$ cat src/rtl/carry_lookahead_subtractor_pipe.sv
// Two-stage pipelined carry-lookahead subtractor: o_result = {borrow, i_min - i_sub}.
// The low half is summed in stage 1, the high half in stage 2 from the registered carry.

module carry_lookahead_subtractor_pipe_cla #(
  parameter int N     = 4,
  parameter int GROUP = 4
) (
  input  logic [N-1:0] a,
  input  logic [N-1:0] b,
  input  logic         cin,
  output logic [N-1:0] sum,
  output logic         cout
);
  logic [N-1:0] g;
  logic [N-1:0] p;
  logic [N:0]   c;

  assign g = a & b;
  assign p = a ^ b;

  // Each carry is the flattened sum of products back to its group's carry-in;
  // only group carry-ins chain from one group to the next.
  always_comb begin
    int   base;
    logic pp;
    logic cc;
    // NOTE: every variable written here gets a value before any branch or loop,
    // so no path leaves one holding its old value and no latch is inferred.
    c    = '0;
    base = 0;
    pp   = 1'b1;
    cc   = 1'b0;
    c[0] = cin;
    for (int k = 0; k < N; k++) begin
      base = (k / GROUP) * GROUP;
      pp   = 1'b1;
      cc   = 1'b0;
      for (int j = k; j >= base; j--) begin
        cc = cc | (pp & g[j]);
        pp = pp & p[j];
      end
      c[k+1] = cc | (pp & c[base]);
    end
  end

  assign sum  = p ^ c[N-1:0];
  assign cout = c[N];
endmodule

module carry_lookahead_subtractor_pipe #(
  parameter int WIDTH = 8,
  parameter int GROUP = 4
) (
  input  logic             i_clk,
  input  logic             i_rst_n,
  input  logic             i_valid,
  output logic             o_ready,
  input  logic [WIDTH-1:0] i_min,
  input  logic [WIDTH-1:0] i_sub,
  output logic             o_valid,
  input  logic             i_ready,
  output logic [WIDTH:0]   o_result
);
  localparam int LO = WIDTH / 2;
  localparam int HI = WIDTH - LO;

  logic [WIDTH-1:0] sub_n;
  logic [LO-1:0]    lo_sum;
  logic             lo_cout;
  logic [HI-1:0]    hi_sum;
  logic             hi_cout;

  logic             s1_valid;
  logic [LO-1:0]    s1_lo_diff;
  logic             s1_carry;
  logic [HI-1:0]    s1_hi_min;
  logic [HI-1:0]    s1_hi_nsub;
  logic             s2_valid;
  logic [WIDTH:0]   s2_result;
  logic             adv1;
  logic             adv2;

  assign sub_n = ~i_sub;

  carry_lookahead_subtractor_pipe_cla #(.N(LO), .GROUP(GROUP)) u_lo (
    .a    (i_min[LO-1:0]),
    .b    (sub_n[LO-1:0]),
    .cin  (1'b1),
    .sum  (lo_sum),
    .cout (lo_cout)
  );

  carry_lookahead_subtractor_pipe_cla #(.N(HI), .GROUP(GROUP)) u_hi (
    .a    (s1_hi_min),
    .b    (s1_hi_nsub),
    .cin  (s1_carry),
    .sum  (hi_sum),
    .cout (hi_cout)
  );

  assign adv2    = !s2_valid || i_ready;
  assign adv1    = !s1_valid || adv2;
  assign o_ready = adv1;

  // NOTE: datapath registers are reset along with the valid flags so o_result
  // reads 0 after reset and nothing unknown ever reaches the output.
  always_ff @(posedge i_clk) begin
    // NOTE: state uses non-blocking assignments so both stages sample the
    // pre-edge values and shift together.
    if (!i_rst_n) begin
      s1_valid   <= 1'b0;
      s1_lo_diff <= '0;
      s1_carry   <= 1'b0;
      s1_hi_min  <= '0;
      s1_hi_nsub <= '0;
    end else if (adv1) begin
      s1_valid <= i_valid;
      if (i_valid) begin
        s1_lo_diff <= lo_sum;
        s1_carry   <= lo_cout;
        s1_hi_min  <= i_min[WIDTH-1:LO];
        s1_hi_nsub <= sub_n[WIDTH-1:LO];
      end
    end
  end

  // Borrow is the inverted carry out of the top bit.
  always_ff @(posedge i_clk) begin
    if (!i_rst_n) begin
      s2_valid  <= 1'b0;
      s2_result <= '0;
    end else if (adv2) begin
      s2_valid <= s1_valid;
      if (s1_valid) begin
        s2_result <= {~hi_cout, hi_sum, s1_lo_diff};
      end
    end
  end

  assign o_valid  = s2_valid;
  assign o_result = s2_result;
endmodule

$ cat config.mk
export PLATFORM = sky130hd
export DESIGN_NAME = carry_lookahead_subtractor_pipe
export DESIGN_NICKNAME = d
export VERILOG_FILES = /design/src/rtl/carry_lookahead_subtractor_pipe.sv
export SDC_FILE = /design/constraint.sdc
export NUM_CORES = 1
export LEC_CHECK = 0
export CAP_MARGIN = 20
export CELL_PAD_IN_SITES_DETAIL_PLACEMENT = 0
export CELL_PAD_IN_SITES_GLOBAL_PLACEMENT = 1
export CORE_MARGIN = 3
export CORE_UTILIZATION = 48
export CTS_CLUSTER_SIZE = 16
export DETAILED_ROUTE_END_ITERATION = 10
export DONT_BUFFER_PORTS = 1
export PLACE_DENSITY = 0.8
export SYNTH_ARGS = -nofsm -noshare
export SYNTH_HDL_FRONTEND = slang
export SYNTH_SLANG_ARGS = --single-unit
export TNS_END_PERCENT = 20
$ cat constraint.sdc
create_clock -name i_clk -period 4 [get_ports i_clk]
set_clock_uncertainty 0.1 [all_clocks]
set_input_delay 1.2 -clock i_clk [delete_from_list [all_inputs] [get_ports i_clk]]
set_output_delay 1.2 -clock i_clk [all_outputs]
set_load 0.02 [all_outputs]
Word-level counts from Yosys, hierarchy flattened
Cells that the tools add are included.

storage, ports and cells
  register bits after elaboration = 24
  output and inout bits = 11
  logic and storage cells = 69

operators by class
  bitwise gates (word level) = 56
  reductions and logical operators = 6

operator list
  operator             count
  1-bit bitwise AND    28
  1-bit OR             20
  4-bit XOR            4
  4-bit bitwise AND    2
  8-bit NOT            1
  2-bit AND reduction  2
  1-bit zero test      2
  1-bit logical OR     2
  1-bit NOT            1

Logic depth before layout (Yosys ltp)
  depth after elaboration = 7
  gate-level depth with buffers = 6

Modules after synthesis
A second synthesis with hierarchy kept.

unflattened totals
  cells, all modules = 139
  area total of the unflattened synthesis = 1243.7 um2

by module, submodules not included
  module                               instances  cells an instance  area an instance (um2)  seq. area each (um2)
  carry_lookahead_subtractor_pipe      1          105                948.4                   480.5
  carry_lookahead_subtractor_pipe_cla  2          17                 147.6                   0.0

Least setup slack after synthesis
No wires, ideal clock.

  kind = in2out
  from = input port i_ready
  to = output port o_ready
  data arrival time = 1.492 ns
  slack = 1.208 ns
  cell stages on the path = 1
  buffers on the path = 0
  cell sequence = nand3b_1

on the way
  cells in the longest elaborated chain, start to end = 2

ends and longest elaborated chain
  item              line  source
  from (decl)       61    input logic i_ready,
  1-bit logical OR  101   assign adv2 = !s2_valid || i_ready;
  1-bit logical OR  102   assign adv1 = !s1_valid || adv2;
  to (decl)         57    output logic o_ready,

Every way passes these cells.

Worst setup path in the final report
Ends and elaborated chain as after synthesis.

==> run metrics <==
leak pwr=0.523 nW; crit path max fanout=4; Critical Path RT=2.70 ns; # fillers=223; Routed WL=2.14 mm; Slew Limit Fails=0; post-cts resize count=0; fin area=0.00122 mm2; Vias=860; Primary FF master, synth=dfxtp_1; count leader, synth=dfxtp_1; CP startpoint kind=input pin; Starting DRT DRC Count=9; CTS max path bufs=2; Core Area=0.00225 mm2; DP Area=0.00117 mm2; status=finished, final reports clean; post-layout util=0.541; CP max-delay cell=nand3b_1; switch share=0.249; first-pass GRT wire length=3.82 mm; period utilization=0.704; hold path start=s1_lo_diff[0]$_SDFFE_PN0P_; Design Power=0.512 mW; pre-CTS WS=1.18 ns; IO Count=31; drt pass-1 iters=4; Core Rows=17; clk sinks=24; initial antenna violation count=0; Cells after Synth=133; Final nets=162; Area growth, synth to finish=4.51%; Seq pwr share=0.529; worst setup margin=1.18 ns; crit path capture type=output port; die width=55.3 um; CTS clk-pin slew, worst paths=0.13 ns; area fraction of the dominant cell type after synthesis=0.412; critical path cell sequence=nand3b_1; n_diodes=0; Period minus WS final=2.82 ns; Worst EP arrival=1.52 ns; RSZ-0062 raised after global routing=no; wire per inst=13.5 um; worst vdd rail ir drop=0.231 mV; number of routed nets with antenna violations=0; mapped cell area=0.00117 mm2; Synth area leaders=dfxtp_1 (41%), ha_1 (9.7%), nand2_1 (7.4%); pwr/cell area=420 mW/mm2; Clock Tree Root=clkbuf_4; register area share after synthesis=0.412; remaining global-route overflow=0; Setup-failing EPs final=0; Sw Pwr=0.127 mW; setup bufs post-CTS=0; CTS tree=done; share of cells above drive strength 1=0.0611; Post-synth EDFFs=0; initial core utilization=0.517; Slew Limit Headroom=0.513; YS warnings=0; RePlAce Congestion=0.705; Detailed Place HPWL=1.60 mm; Max-Cap Viols=0; Die Ht=55.3 um; die area=0.00306 mm2; Netlist cell types=31; crit path buf inv count=0; largest net degree at the start of global routing=24; critical path launch point=i_ready; Synth top cells by count=dfxtp_1 (24), nand2_1 (23), a21oi_1 (13), inv_1 (11), nor2_1 (11); cell taking the most area after synthesis=dfxtp_1; number of hold violations in the final report=0; Synth Area per Inst=8.77 um2; final setup TNS=0 ns; syn_nets=163; Worst-Margin Slew=0.730 ns; cts hold-fix bufs=0; Fmax=0.355 GHz; IO Port Bufs=0; asr flop ratio synth=0; Comb pwr share=0.132; Crit Path Category=input pin to output port; vias in the first global route=849; worst-skew pair later-pin latency=0.31 ns; reg-to-reg critical path startpoint=s1_hi_min[0]$_SDFFE_PN0P_; DRC viols=0; H-tree levels=1; clock network fraction of design power=0.339; Synth Register Bits=24; Num CTS Buffers=3; P_int=0.385 mW; Worst path max stage delay=0.32 ns; crit-path leading delay family=simple AND/OR/NAND/NOR gates; worst min path class=flip-flop to flip-flop; gr usage total=0.152; Vias/cell=5.41
## worst reg2reg max path, cell delays in order, from the launching register on
cell and delay (ns):
dfxtp_1 0.35, ha_1 0.31, a211oi_2 0.27, nor3b_2 0.11, nor4b_4 0.14, or4_1 0.52
## worst paths after layout
kind | end | slack (ns) | depth (start not counted)
worst min-delay path | o_result[0]$_SDFFE_PN0P_ | 0.36 | 2
worst min register to register | o_result[0]$_SDFFE_PN0P_ | 0.36 | 2
worst max-delay path | o_ready | 1.18 | 1
worst max register to register | o_result[7]$_SDFFE_PN0P_ | 2.09 | 5
## sequential cells by signal, summed over array words and instances (netlist names)
register / count
s1_carry: 1
s1_lo_diff: 4
o_result: 9
s1_hi_nsub: 4
s1_valid: 1
s1_hi_min: 4
o_valid: 1
## stage by stage
step | std cells | hold slack (ns)
2_1_floorplan | 133 | 0.327
3_3_place_gp | 155 | 0.343
3_5_place_dp | 155 | 0.347
4_1_cts | 159 | 0.366
5_1_grt | 159 | 0.380
6_report | 159 | 0.364
## per-layer routing
metal / global-route usage / routed length, um / part of all wire / up-vias
met5: 0 / 0 / 0 / -
met4: 0.0417 / 29 / 0.014 / 0
met3: 0.0374 / 102 / 0.048 / 4
met2: 0.248 / 1000 / 0.47 / 20
met1: 0.198 / 1000 / 0.47 / 388
li1: - / - / - / 448
## kinds of logic after synthesis
kind of cell / Yosys count / share of synthesized area
simple gates: 49 / 0.214
compound gates: 30 / 0.173
flops: 24 / 0.412
buf+inv: 17 / 0.0654
fa+ha+maj: 10 / 0.114
xor+xnor: 3 / 0.0225
## layout by cell type (no fill, tap or decap), drive strengths merged, types with 2 or more instances in the layout
master   n
a211oi   8
a21oi   13
and2     2
and3     2
clkbuf   3
dfxtp   24
ha       9
inv     11
nand2   23
nand3b   3
nor2    11
nor3     2
nor4b    2
o211a    2
o21ai    2
xnor2    3
## final cells by class
class	count	area [um2]	area share
Clock buffer	3	22.5	0.0185
Tap cell	28	35.0	0.0287
Clock inverter	1	30.0	0.0246
Sequential cell	24	480	0.394
Multi-Input combinational cell	92	609	0.500
Inverter	11	41.3	0.0339
## power groups by stage
stage	Sequential, mW	Combinational (mW)	Clock (mW)
final	0.271	0.0676	0.174
after global routing	0.273	0.0784	0.190
after CTS	0.271	0.0687	0.181
after detailed placement	0.276	0.0682	0
after global placement	0.276	0.0661	0
after floorplan	0.274	0.0594	0
Note: power is estimated with default switching activity, not from simulation.
==> RTL edit 1, RTL diff (same settings) <==
Set the parameter `WIDTH` to 10 (it was 8).
--- a/src/rtl/carry_lookahead_subtractor_pipe.sv
+++ b/src/rtl/carry_lookahead_subtractor_pipe.sv
@@ -48,7 +48,7 @@
 endmodule
 
 module carry_lookahead_subtractor_pipe #(
-  parameter int WIDTH = 8,
+  parameter int WIDTH = 10,
   parameter int GROUP = 4
 ) (
   input  logic             i_clk,
Ports: changed (resized i_min, i_sub and o_result); port bits go from 31 to 37. No check against the original RTL was run, so the function may have changed too.
==> RTL edit 1 against the original RTL <==
Setup slack better by 8.8 ps; routed wire length rose by 25%; synthesized area up 17%; power increased by 18%; critical path depth did not move; cell area up 18%; sequential cell count rose by 5; largest cell class unchanged; highest routed layer unchanged.
==> RTL edit 1: results (changes against the original RTL) <==
| Metric | Value |
|---|---|
| # H-tree levels | `2 (+1)` |
| Antenna Nets Post-Route | `0 (unchanged)` |
| Post-CTS sizing | `0 (unchanged)` |
| Initial DRC Count | `27 (+18)` |
| Post-DP HPWL | `1.97 mm (+24%)` |
| CTS clk-pin slew, worst paths | `90 ps (-40 ps)` |
| Final hold slack | `359 ps (-5.99 ps)` |
| Number of global-route vias before repair | `1001 (+18%)` |
| Num CTS Buffers | `5 (+2)` |
| Area share of fa/ha/maj cells after synthesis | `12.7% (+1.3 points)` |
| Placement Setup Slack | `1090 ps (-86.2 ps)` |
| Share of layout cells above drive strength 1 | `8.13% (+2.0 points)` |
| Detail Route met2 WL | `1.27 mm (+27%)` |
| Max reg flops | `11 (+2)` |
| Dpl cell area | `0.00137 sq mm (+18%)` |
| WL/cell | `14.1 microns (+4.8%)` |
| R2R cell count | `8 (+3)` |
| Static leakage | `0.610 nW (+17%)` |
| R2r endpoint | `o_result[9]$_SDFFE_PN0P_` |
| Max Buffers Root-to-Sink | `2 (unchanged)` |
| DP Cell Count | `182 (+17%)` |
| Drt via density | `5.41 (about the same)` |
| M1 WL | `1.20 mm (+20%)` |
| Slowest CP cell | `nand3b_1` |
| Critical Path Fanout Max | `4 (unchanged)` |
| Synth top area cells | `dfxtp_1 (43%), nand2_1 (9.1%), ha_1 (8.3%), a21oi_1 (6.6%), fa_1 (4.4%)` |
| First-pass GRT wire length | `4.40 mm (+15%)` |
| Distinct cell type count after synthesis | `32 (+3.2%)` |
| Outcome | `completed` |
| Hold endpoint | `o_result[4]$_SDFFE_PN0P_` |
| Post-synthesis xor/xnor area fraction | `1.28% (-0.97 points)` |
| GR Util met2 | `26.4% (+1.5 points)` |
| GP Congestion | `0.766 (+8.7%)` |
| Setup crit start | `i_ready` |
| Met1 usage | `20.8% (+0.93 points)` |
| Hold Path Origin | `s1_lo_diff[4]$_SDFFE_PN0P_` |
| Mean post-synth cell area | `8.58 sq um (-2.2%)` |
| Peak VDD IR | `0.268 mV (+16%)` |
| Met3 usage | `9.59% (+5.8 points)` |
| Synth top cells by count | `nand2_1 (33), dfxtp_1 (29), a21oi_1 (18)` |
| Slew @ Worst Pin | `711 ps (-19.6 ps)` |
| Setup slack, reg-to-reg | `1840 ps (-250 ps)` |
| Largest net degree at the start of global routing | `29 (+21%)` |
| Sequential-to-total area share from yosys stat | `42.6% (+1.4 points)` |
| Syn_nets | `195 (+20%)` |
| Fillers | `272 (+22%)` |
| Total track usage | `17.4% (+2.2 points)` |
| Drt total wl | `2.68 mm (+25%)` |
| # port buffers | `0 (unchanged)` |
| Met3 routed WL | `191 microns (+87%)` |
| Final WS setup | `1190 ps (+8.82 ps)` |
| Crit path to | `o_ready` |
| Compound-Gate Fraction of Synth Area | `16.3% (-0.94 points)` |
[RTL edit 1: changes by cell type after synthesis, sizes merged, moves of 2 or more]
cell,before,now
nand2,23,33
a21oi,13,18
fa,1,3
nand2b,1,3
dfxtp,24,29
[RTL edit 1: power by group]
part	internal, mW	total (mW)	leakage (nW)	switching, mW
logic	0.0322	0.0753	0.330	0.0431
registers	0.307	0.327	0.238	0.0196
clock network	0.102	0.204	0.0413	0.102
total	0.441	0.606	0.610	0.165
[RTL edit 1: layout make-up]
type / count / area [sq um] / area share, %
Clock buffer: 7 / 65.1 / 4.51
Clock inverter: 1 / 5.00 / 0.347
Inverter: 12 / 45.0 / 3.12
Multi-Input combinational cell: 111 / 711 / 49.2
Sequential cell: 29 / 581 / 40.2
Tap cell: 30 / 37.5 / 2.60
==> RTL edit 2, RTL diff (same flow settings) <==
Without the edit above. Make the reset (`i_rst_n`) asynchronous in 2 clocked blocks.
--- a/src/rtl/carry_lookahead_subtractor_pipe.sv
+++ b/src/rtl/carry_lookahead_subtractor_pipe.sv
@@ -104,7 +104,7 @@
 
   // NOTE: datapath registers are reset along with the valid flags so o_result
   // reads 0 after reset and nothing unknown ever reaches the output.
-  always_ff @(posedge i_clk) begin
+  always_ff @(posedge i_clk or negedge i_rst_n) begin
     // NOTE: state uses non-blocking assignments so both stages sample the
     // pre-edge values and shift together.
     if (!i_rst_n) begin
@@ -125,7 +125,7 @@
   end
 
   // Borrow is the inverted carry out of the top bit.
-  always_ff @(posedge i_clk) begin
+  always_ff @(posedge i_clk or negedge i_rst_n) begin
     if (!i_rst_n) begin
       s2_valid  <= 1'b0;
       s2_result <= '0;
Function: differs if i_rst_n is asserted again (counterexample within 4 cycles, from zero or initial values and one cycle with i_rst_n low); with i_rst_n held inactive, the same outputs for 10 cycles.
==> RTL edit 2 against the original RTL <==
Sequential cell count unchanged; routed wire length down 11%; core utilization down 0.13 points; synthesized area up 2.8%; sequential power up 39%; cell area up 1.6%; sequential share of layout area up 9.1 points; critical path type unchanged; setup slack better by 120 ps; power up 24%; largest power group unchanged.
==> RTL edit 2: results (changes against the original RTL) <==
| Metric | Value |
|---|---|
| Outcome | `completed` |
| First-pass GRT wire length | `3.13 mm (-18%)` |
| Worst Path Arrival | `1400 ps (-120 ps)` |
| Drt total wl | `1.90 mm (-11%)` |
| R2r endpoint | `o_result[8]$_DFFE_PN0P_` |
| Met3 usage | `2.78% (-0.95 points)` |
| Peak VDD IR | `0.271 mV (+18%)` |
| Fin crit share | `67.4% (-3.0 points)` |
| Setup slack, reg-to-reg | `2360 ps (+270 ps)` |
| Critical Path Fanout Max | `3 (-1)` |
| R2r startpoint | `s1_hi_min[0]$_DFFE_PN0P_` |
| Synth top area cells | `dfrtp_1 (50%), ha_1 (9.4%), mux2_2 (7.5%), o21ai_0 (5.4%), nand2_1 (4.4%)` |
| Static leakage | `0.598 nW (+14%)` |
| Slowest CP cell | `nand3b_4` |
| Drt via density | `5.47 (+1.2%)` |
| Mean post-synth cell area | `11.5 sq um (+31%)` |
| Initial DRC Count | `5 (-4)` |
| Met1 usage | `13.1% (-6.7 points)` |
| Largest net degree at the start of global routing | `25 (+4.2%)` |
| DP Cell Count | `129 (-17%)` |
| Worst path max stage delay | `190 ps (-130 ps)` |
| Distinct cell type count after synthesis | `24 (-23%)` |
| GP Congestion | `0.727 (+3.1%)` |
| Hold Path Origin | `s1_lo_diff[2]$_DFFE_PN0P_` |
| Total track usage | `12.7% (-2.5 points)` |
| Dpl cell area | `0.00120 sq mm (+3.1%)` |
| GR Util met2 | `23.4% (-1.5 points)` |
| Min-Delay Path Depth | `1 (-1)` |
| Hold endpoint | `s1_lo_diff[2]$_DFFE_PN0P_` |
| Share of layout cells above drive strength 1 | `17.1% (+11 points)` |
[RTL edit 2: changes by cell type in the layout (fill, tap and decap cells not counted), moves of 5 or more]
cell,delta
dfrtp_1,+24
dfxtp_1,-24
a21oi_1,-11
o21ai_0,+11
nand2_1,-9
mux2_2,+8
nor2_1,-8
a211oi_1,-5
[RTL edit 2: stage by stage]
stage,utilization (%),hold WS [ps]
5_1_grt,53.9,425
2_1_floorplan,-,345
6_report,53.9,396
3_3_place_gp,52.3,358
4_1_cts,53.9,401
3_5_place_dp,52.3,370
[RTL edit 2: power breakdown]
part | internal [mW] | switching (mW) | leakage, nW | total (mW)
Sequential | 0.298 | 0.0797 | 0.287 | 0.378
Combinational | 0.0671 | 0.0648 | 0.290 | 0.132
Clock | 0.0556 | 0.0697 | 0.0210 | 0.125
[RTL edit 2: cells by family after synthesis]
logic type | after synthesis | share of synthesized area, %
flip-flops | 24 | 50.1
AO/OA/AOI/OAI | 23 | 12.4
AND/OR/NAND/NOR | 23 | 10.1
buffers and inverters | 11 | 5.11
adder cells (fa/ha/maj) | 10 | 11.1
multiplexers | 8 | 7.52
XOR/XNOR | 5 | 3.65
[RTL edit 2: worst register-to-register path, stage by stage (launching register included)]
cell      delay [ps]
dfrtp_1          420
ha_1             310
a211oi_2         280
o21bai_2         130
a211oi_2         230
a21o_1           100
[RTL edit 2: final cells by class]
cell class	instances	area, sq um	share of cell area [%]
inverter	8	30.0	2.42
multi-input combinational	69	537	43.3
sequential	24	601	48.5
tap	28	35.0	2.83
clock buffer	4	36.3	2.93
[RTL edit 2: metal layers]
metal | vias to the layer above | routed length [microns]
met2 | 22 | 954
met5 | - | 0
met4 | 0 | 21
li1 | 350 | -
met1 | 354 | 823
met3 | 2 | 97
